File: src/rtl/cpu_pkg.sv
`default_nettype none
// ============================================================================
// Module   : cpu_pkg
// Purpose  : Shared constants for the CPU front end: default address and
//            instruction widths, opcode field position, the HALT opcode and
//            the fetch FSM state encoding.
// Revision : 1.0 - initial release
// ============================================================================
package cpu_pkg;

    localparam int c_pc_w    = 6;
    localparam int c_instr_w = 16;

    // Opcode field occupies the top nibble of every instruction.
    localparam int c_opc_msb = 15;
    localparam int c_opc_lsb = 12;

    localparam logic [3:0] c_halt_opcode = 4'hF;

    // Fetch FSM state encoding.
    localparam logic [0:0] c_st_run  = 1'b0;
    localparam logic [0:0] c_st_halt = 1'b1;

endpackage
`default_nettype wire

File: src/rtl/fetch_queue.sv
`default_nettype none
// ============================================================================
// Module   : fetch_queue
// Purpose  : Circular prefetch FIFO of DEPTH entries, WIDTH bits each.
//            Synchronous flush empties the queue; flush has priority over
//            push and pop. Head data reads as zero when the queue is empty.
// Ports    : clk, rst          - clock, synchronous active-high reset
//            i_flush           - discard all entries
//            i_push, i_wr_data - write an entry at the tail (ignored if full)
//            i_pop             - advance the head (ignored if empty)
//            o_rd_data         - head entry, zero when empty
//            o_full, o_empty   - occupancy flags
// Revision : 1.0 - initial release
// ============================================================================
module fetch_queue #(
    parameter int WIDTH = 22,
    parameter int DEPTH = 2
) (
    input  logic             clk,
    input  logic             rst,
    input  logic             i_flush,
    input  logic             i_push,
    input  logic [WIDTH-1:0] i_wr_data,
    input  logic             i_pop,
    output logic [WIDTH-1:0] o_rd_data,
    output logic             o_full,
    output logic             o_empty
);

    localparam int               c_ptr_w = $clog2(DEPTH);
    localparam logic [c_ptr_w:0] c_depth = (c_ptr_w + 1)'(DEPTH);

    logic [WIDTH-1:0]   r_mem [DEPTH];
    logic [c_ptr_w-1:0] r_head;
    logic [c_ptr_w-1:0] r_tail;
    logic [c_ptr_w:0]   r_count;

    logic w_do_push;
    logic w_do_pop;

    assign o_full    = (r_count == c_depth);
    assign o_empty   = (r_count == '0);
    assign w_do_push = i_push && !o_full;
    assign w_do_pop  = i_pop && !o_empty;
    assign o_rd_data = o_empty ? '0 : r_mem[r_head];

    // DEPTH is a power of two, so pointers wrap by natural overflow.
    always_ff @(posedge clk) begin
        if (rst || i_flush) begin
            r_head  <= '0;
            r_tail  <= '0;
            r_count <= '0;
        end else begin
            if (w_do_push) begin
                r_tail <= r_tail + 1'b1;
            end
            if (w_do_pop) begin
                r_head <= r_head + 1'b1;
            end
            case ({w_do_push, w_do_pop})
                2'b10:   r_count <= r_count + 1'b1;
                2'b01:   r_count <= r_count - 1'b1;
                default: r_count <= r_count;
            endcase
        end
    end

    // Storage needs no reset: occupancy alone decides what is visible.
    always_ff @(posedge clk) begin
        if (!rst && !i_flush && w_do_push) begin
            r_mem[r_tail] <= i_wr_data;
        end
    end

endmodule
`default_nettype wire

File: src/rtl/fetch_unit.sv
`default_nettype none
// ============================================================================
// Module   : fetch_unit
// Purpose  : Instruction fetch stage. Owns the program counter, drives the
//            instruction memory, buffers returned instructions (with their
//            address) in a prefetch queue and hands them to decode over a
//            valid/ready handshake. Supports redirect with flush and a HALT
//            opcode that stops fetching until resume.
// Ports    : clk, reset                 - clock, synchronous active-high reset
//            pc, mem_en, mem_instr      - instruction memory interface
//            redirect, redirect_pc      - taken branch/jump from execute
//            instr, instr_pc,
//            instr_valid, instr_ready   - decode handshake
//            resume, halted             - HALT control/status
//            fetch_count                - delivered-instruction counter
// Config   : FETCH_PERF_CNT_EN - when defined, fetch_count counts decode
//            handshakes (wrapping); otherwise fetch_count is tied to zero.
// Revision : 1.0 - initial release
// ============================================================================
module fetch_unit
    import cpu_pkg::*;
#(
    parameter int              PC_W        = c_pc_w,
    parameter int              INSTR_W     = c_instr_w,
    parameter int              QDEPTH      = 2,
    parameter logic [PC_W-1:0] RESET_PC    = '0,
    parameter logic [3:0]      HALT_OPCODE = c_halt_opcode
) (
    input  logic               clk,
    input  logic               reset,
    output logic [PC_W-1:0]    pc,
    output logic               mem_en,
    input  logic [INSTR_W-1:0] mem_instr,
    input  logic               redirect,
    input  logic [PC_W-1:0]    redirect_pc,
    output logic [INSTR_W-1:0] instr,
    output logic [PC_W-1:0]    instr_pc,
    output logic               instr_valid,
    input  logic               instr_ready,
    input  logic               resume,
    output logic               halted,
    output logic [15:0]        fetch_count
);

    logic [PC_W-1:0] r_pc;
    logic [0:0]      r_state;

    logic                    w_full;
    logic                    w_empty;
    logic                    w_pop;
    logic                    w_is_halt;
    logic [PC_W+INSTR_W-1:0] w_head;

    // Redirect suppresses both fetch and delivery in the cycle it is seen;
    // reset suppresses fetch so no memory access happens during reset.
    assign mem_en      = (r_state == c_st_run) && !w_full && !redirect && !reset;
    assign instr_valid = !w_empty && !redirect;
    assign w_pop       = instr_valid && instr_ready;
    assign w_is_halt   = (mem_instr[c_opc_msb:c_opc_lsb] == HALT_OPCODE);

    assign pc                = r_pc;
    assign halted            = (r_state == c_st_halt);
    assign {instr_pc, instr} = w_head;

    fetch_queue #(
        .WIDTH (PC_W + INSTR_W),
        .DEPTH (QDEPTH)
    ) u_queue (
        .clk       (clk),
        .rst       (reset),
        .i_flush   (redirect),
        .i_push    (mem_en),
        .i_wr_data ({r_pc, mem_instr}),
        .i_pop     (w_pop),
        .o_rd_data (w_head),
        .o_full    (w_full),
        .o_empty   (w_empty)
    );

    // PC and fetch FSM. Redirect overrides everything, including a HALT
    // opcode arriving in the same cycle (that instruction is not pushed).
    always_ff @(posedge clk) begin
        if (reset) begin
            r_pc    <= RESET_PC;
            r_state <= c_st_run;
        end else if (redirect) begin
            r_pc    <= redirect_pc;
        end else begin
            if (mem_en) begin
                r_pc <= r_pc + 1'b1;
            end
            case (r_state)
                c_st_run: begin
                    if (mem_en && w_is_halt) begin
                        r_state <= c_st_halt;
                    end
                end
                c_st_halt: begin
                    if (resume) begin
                        r_state <= c_st_run;
                    end
                end
                default: r_state <= c_st_run;
            endcase
        end
    end

`ifdef FETCH_PERF_CNT_EN
    logic [15:0] r_fetch_count;

    always_ff @(posedge clk) begin
        if (reset) begin
            r_fetch_count <= '0;
        end else if (w_pop) begin
            r_fetch_count <= r_fetch_count + 1'b1;
        end
    end

    assign fetch_count = r_fetch_count;
`else
    assign fetch_count = '0;
`endif

endmodule
`default_nettype wire

File: config.mk
export PLATFORM = sky130hd
export DESIGN_NAME = fetch_unit
export DESIGN_NICKNAME = d
export VERILOG_FILES = /design/src/rtl/cpu_pkg.sv /design/src/rtl/fetch_queue.sv /design/src/rtl/fetch_unit.sv
export SDC_FILE = /design/constraint.sdc
export NUM_CORES = 1
export LEC_CHECK = 0
export ABC_AREA = 1
export BUFFER_PORTS_ARGS = -buffer_cell sky130_fd_sc_hd__buf_4
export CORE_UTILIZATION = 45
export DETAILED_ROUTE_END_ITERATION = 10
export GPL_TIMING_DRIVEN = 0
export PLACE_DENSITY = 0.71
export RECOVER_POWER = 25
export REMOVE_ABC_BUFFERS = 1
export SLEW_MARGIN = 20
export SYNTH_ARGS = -nofsm -noshare
export SYNTH_HDL_FRONTEND = slang
export SYNTH_SLANG_ARGS = --single-unit
File: constraint.sdc
create_clock -name clk -period 6.3 [get_ports clk]
set_input_delay 1.89 -clock clk [delete_from_list [all_inputs] [get_ports clk]]
set_output_delay 1.89 -clock clk [all_outputs]
set_load 0.05 [all_outputs]
==> flow_summary.yaml, run 1 <==
global_routing:
  antenna_found_initial: 0
  grt_pass1_vias: 1501
  grt_overflow: 0
  grt_pass1_wl_um: 6710
  grt_max_degree: 24
  grt_usage: 0.163
run_status:
  status: "complete, no violations"
yosys:
  synthDistinctLibCells: 23
  seq_area_frac_synth: 0.647
  synthSimpleGateAreaFrac: 0.152
  async_reset_ff_frac: 0
  synth_top_flop_cell: "edfxtp_1"
  synth_top_family_by_area: "simple AND/OR/NAND/NOR gates"
  synth.area.mux_share: 0.00415
  synthAdderAreaFrac: 0.0104
  ys_ff_latch: 56
  syn_avg_cell_area_um2: 10.6
  synthCells: 228
  synth_xor_xnor_area_share: 0.00725
  synth_edf_count: 44
  yosysWarnings: 0
  synth_compound_area_frac: 0.0819
  syn_area_um2: 2410
cts:
  ctsHoldBuffers: 0
  clk_pin_slew_worst_paths_ns: 0.09
  cts_sinks: 56
  postCtsSetupRepairBufs: 0
  cts_max_path_buffers: 2
  htree_num_levels: 2
  cts-resized-gates: 0
  cts_tree: "built"
  cts_root_buffer: "clkbuf_8"
  insertion_delay_ns: 0.30
  cts_buffers: 5
place:
  gp_routability_congestion: 0.782
  dp_hpwl_um: 2880
  port_buffers: 57
job:
  maxCapViolCount: 0
critical_path:
  rrSetupSlack_ns: 4.35
  critPathKind: "input pin to output pin"
  start_kind: "input pin"
  crit_required_ns: 4.41
  cp_max_fo: 14
  crit_arrival_ns: 2.75
  crit_start: "redirect"
  r2r-start: "u_queue.r_count[0]"
  end_kind: "output pin"
timing:
  finClkSkew_ns: 0.00624
  slew_violations: 0
  setup_viol: 0
  period_needed_ns: 4.64
  rsz0062_at_grt: "false"
  fmax_ghz: 0.216
  whs_ns: 0.500
  finalSetupTns_ns: 0
  hold_viol: 0
  tightestPinTransition_ns: 0.813
  min_period_over_period: 0.736
  slew-limit-headroom: 0.457
final_layout:
  syn_to_final_growth_pct: 21.6
  final_nets: 314
  nFillCells: 464
  drive_gt1_frac: 0.252
  insertedDiodeCount: 0
die:
  initial_utilization: 0.470
  die-area_um2: 5660
  core_um2: 5140
  die_h_um: 75.3
  pin_count: 74
  num_rows: 26
  fp.dieW_um: 75.3
worst_hold_path:
  worstHoldStart: "u_queue.r_count[1]"
  hold_path_class: "flop to flop"
routing:
  wl_per_cell_um: 12.0
  wirelength_um: 4260
  vias_per_cell: 4.66
  drc: 0
  ant_nets: 0
  firstDrtPassIters: 4
  vias: 1659
  drt_iter0_drc: 61
pwr:
  total_leakage_power_uw: 0.00124
  power_density_nw_per_um2: 241
  irDropWorstVdd_mv: 0.112
[layout by cell type, fill, tap and decap left out, drive strengths merged, types with 2 or more instances in the layout]
| cell type | n |
|---|---|
| ha | 2 |
| o21a | 2 |
| clkinv | 3 |
| edfxtp | 44 |
| nand2 | 61 |
| nand3 | 14 |
| clkbuf | 16 |
| dfxtp | 12 |
| o21ai | 5 |
| a21oi | 30 |
| inv | 18 |
| nor2 | 9 |
| conb | 16 |
| buf | 48 |
[registers in the layout, summed over array words and instances (netlist names), named ones only]
register,count
u_queue.r_tail,1
u_queue.r_count,2
pc,6
u_queue.r_mem,44
halted,1
u_queue.r_head,1
[cell families (layout without fill, tap and decap cells)]
kind of cell | after synthesis | count (layout)
compound gates | 38 | 38
simple gates | 86 | 86
xor+xnor | 2 | 2
mux | 1 | 1
fa+ha+maj | 2 | 2
other cells | 1 | 16
buf+inv | 42 | 85
flops | 56 | 56
[synthesized netlist by cell type (all sizes together) (2+ instances only)]
library cell   n  area, µm²
buf           18        143
o21a           2       15.0
ha             2       25.0
a21oi         30        150
dfxtp         12        240
nand3         14       82.6
edfxtp        44       1320
clkbuf         6       22.5
nand2         61        229
nor2           9       41.3
inv           18       67.6
o21ai          5       25.0
[per-layer routing]
layer / vias to the layer above / global-route usage / part of all wire
met4: 0 / 0.0617 / 0.013
met5: - / 0 / 0
li1: 849 / - / -
met1: 749 / 0.184 / 0.44
met2: 55 / 0.287 / 0.48
met3: 6 / 0.0549 / 0.066
[final timing paths]
| check | to | depth (start not counted) |
|---|---|---|
| min reg2reg | u_queue.r_count[1] | 2 |
| min | u_queue.r_count[1] | 2 |
| max reg2reg | u_queue.r_count[1] | 11 |
| max | mem_en | 5 |
[power by group]
group          total, µW  switching [µW]  internal [µW]  leakage, µW
combinational        104            74.5           29.8     0.000686
sequential           418            7.36            411     0.000506
clock                183             107           75.7    0.0000453
[critical path: stages]
cell	delay, ns
buf_4	0.15
nor2_4	0.16
nand3_4	0.19
inv_2	0.14
buf_4	0.21
[stage by stage]
stage	std cells	utilization	total power [µW]	worst slack [ns]	area, µm²
global placement	346	0.549	529	1.69	2820
finish	356	0.571	706	1.66	2940
CTS	356	0.572	710	1.66	2940
floorplan	219	-	496	1.84	2310
global route	356	0.571	736	1.61	2940
detailed placement	348	0.556	533	1.66	2860
[final cells by class]
cell class | count | area, µm² | area share
flip-flops and latches | 56 | 1560 | 0.532
multi-input cells | 145 | 682 | 0.232
repair buffers | 59 | 454 | 0.155
well taps | 70 | 87.6 | 0.0298
clock buffers | 5 | 68.8 | 0.0234
inverters | 18 | 67.6 | 0.0230
clock inverters | 3 | 13.8 | 0.00469
Note: power is estimated with default switching activity, not from simulation.
==> run 2, diff against run 1 <==
--- a/config.mk
+++ b/config.mk
@@ -10,7 +10,7 @@
 export CORE_UTILIZATION = 45
 export DETAILED_ROUTE_END_ITERATION = 10
 export GPL_TIMING_DRIVEN = 0
-export PLACE_DENSITY = 0.71
+export PLACE_DENSITY = 0.74
 export RECOVER_POWER = 25
 export REMOVE_ABC_BUFFERS = 1
 export SLEW_MARGIN = 20
==> constraint.sdc (replaced) <==
create_clock -name clk -period 4.1 [get_ports clk]
set_input_delay 1.23 -clock clk [delete_from_list [all_inputs] [get_ports clk]]
set_output_delay 1.23 -clock clk [all_outputs]
set_load 0.05 [all_outputs]
==> run 2 against run 1 <==
  * Clock power is 77% higher
  * Design area up 0.55%
  * Largest cell class unchanged
  * Final cell count unchanged
  * Routed wire length grew 0.56%
  * Critical path type is now flop to output pin
  * Hold slack improved by 0.0070 ns
  * Sequential cell count unchanged
  * Non-clock buffer count stayed put
  * Clock-buffer cell count is 2 higher
  * Critical path depth fell by 1
  * Utilization up 0.32 points
==> flow_summary.yaml, run 2 (synthesis gave the netlist of run 1 again) <==
die:
  num_rows: 26
  core_um2: 5140
  die_h_um: 75.3
  fp.dieW_um: 75.3
  initial_utilization: 0.470
  pin_count: 74
  die-area_um2: 5660
timing:
  tightestPinTransition_ns: 0.837
  slew_violations: 0
  period_needed_ns: 3.52
  hold_viol: 0
  fmax_ghz: 0.284
  min_period_over_period: 0.857
  setup_viol: 0
  rsz0062_at_grt: "false"
  finalSetupTns_ns: 0
  slew-limit-headroom: 0.441
  finClkSkew_ns: 0.00976
  layout_setup_ws_ns: 0.585
pwr:
  irDropWorstVdd_mv: 0.193
  power_density_nw_per_um2: 381
  total_leakage_power_uw: 0.00124
place:
  dp_hpwl_um: 2900
  port_buffers: 57
  dpl_worst_slack_ns: 0.805
  gp_routability_congestion: 0.709
job:
  maxCapViolCount: 0
routing:
  drt_iter0_drc: 43
  wirelength_um: 4290
  firstDrtPassIters: 4
  wl_per_cell_um: 12.0
  wl_met3_um: 261
  vias_per_cell: 4.76
  drt-met1-wl_um: 1760
  ant_nets: 0
  drc: 0
  met2_length_um: 2210
  dr.max_layer_used: "met4"
  vias: 1694
final_layout:
  largest_reg_flops: 44
  syn_to_final_growth_pct: 22.2
  largest_register: "u_queue.r_mem"
  final_common_cell: "nand2_1"
  insertedDiodeCount: 0
  drive_gt1_frac: 0.248
  nFillCells: 472
  final_cell_mix: "61 x nand2_1, 46 x buf_4, 44 x edfxtp_1"
  final_nets: 314
cts:
  clk_pin_slew_worst_paths_ns: 0.09
  cts_max_path_buffers: 2
  ctsHoldBuffers: 0
  htree_num_levels: 2
  postCtsSetupRepairBufs: 0
  cts_tree: "built"
  cts-resized-gates: 0
  cts_sinks: 56
  insertion_delay_ns: 0.31
  cts_root_buffer: "clkbuf_8"
  cts_buffers: 5
critical_path:
  crit_required_ns: 2.87
  worstReg2RegEnd: "u_queue.r_count[1]"
  crit_arrival_ns: 2.29
  r2r-start: "u_queue.r_count[1]"
  end_kind: "output pin"
  rr_worst_depth: 11
  start_kind: "flop"
  critPathKind: "flop to output pin"
  rrSetupSlack_ns: 2.12
  cp_max_fo: 23
worst_hold_path:
  hold_path_class: "flop to flop"
  whs_endpoint: "u_queue.r_count[0]"
  whs_path_depth: 2
  worstHoldStart: "u_queue.r_count[0]"
global_routing:
  grt_usage: 0.160
  grt_overflow: 0
  grt_pass1_vias: 1465
  grt_pass1_wl_um: 6570
  grt_max_degree: 24
  antenna_found_initial: 0
run_status:
  status: "complete, no violations"
-- run 2: worst max path at each step --
stage	endpoint	cells after the start
2_1_floorplan	instr_valid	1
3_3_place_gp	u_queue.r_mem[1][3]	4
3_5_place_dp	mem_en	5
4_1_cts	instr_pc[0]	4
5_1_grt	instr[11]	4
6_report	instr_pc[0]	4
-- run 2: final cells by class --
class | instances | area (µm²) | area share
clock inverters | 1 | 5.00 | 0.00170
multi-input cells | 145 | 682 | 0.231
inverters | 18 | 67.6 | 0.0229
flip-flops and latches | 56 | 1560 | 0.529
clock buffers | 7 | 97.6 | 0.0331
repair buffers | 59 | 450 | 0.153
well taps | 70 | 87.6 | 0.0297
-- run 2: critical path, cell delays in order (launching register included) --
cell and delay [ns]:
dfxtp_1 0.88, inv_1 0.60, nand2_1 0.18, a21oi_1 0.10
buf_4 0.22
-- run 2: layer usage --
metal  track usage  up-vias
met5             0        -
met1         0.174      782
met2         0.299       58
met4        0.0494        0
met3        0.0482        5
li1              -      849
-- run 2: through the flow --
step | cells | power (µW) | hold WS [ns] | cell area [µm²] | util
global route | 356 | 1170 | 0.545 | 2950 | 0.574
detailed placement | 348 | 818 | 0.487 | 2860 | 0.556
global placement | 346 | 813 | 0.469 | 2820 | 0.549
floorplan | 219 | 762 | 0.458 | 2310 | -
finish | 356 | 1130 | 0.507 | 2950 | 0.574
CTS | 356 | 1130 | 0.505 | 2960 | 0.576
-- run 2: power breakdown --
| part | switching (µW) | internal, µW | total [µW] |
|---|---|---|---|
| Sequential | 11.4 | 632 | 643 |
| Combinational | 114 | 45.4 | 159 |
| Clock | 166 | 157 | 323 |
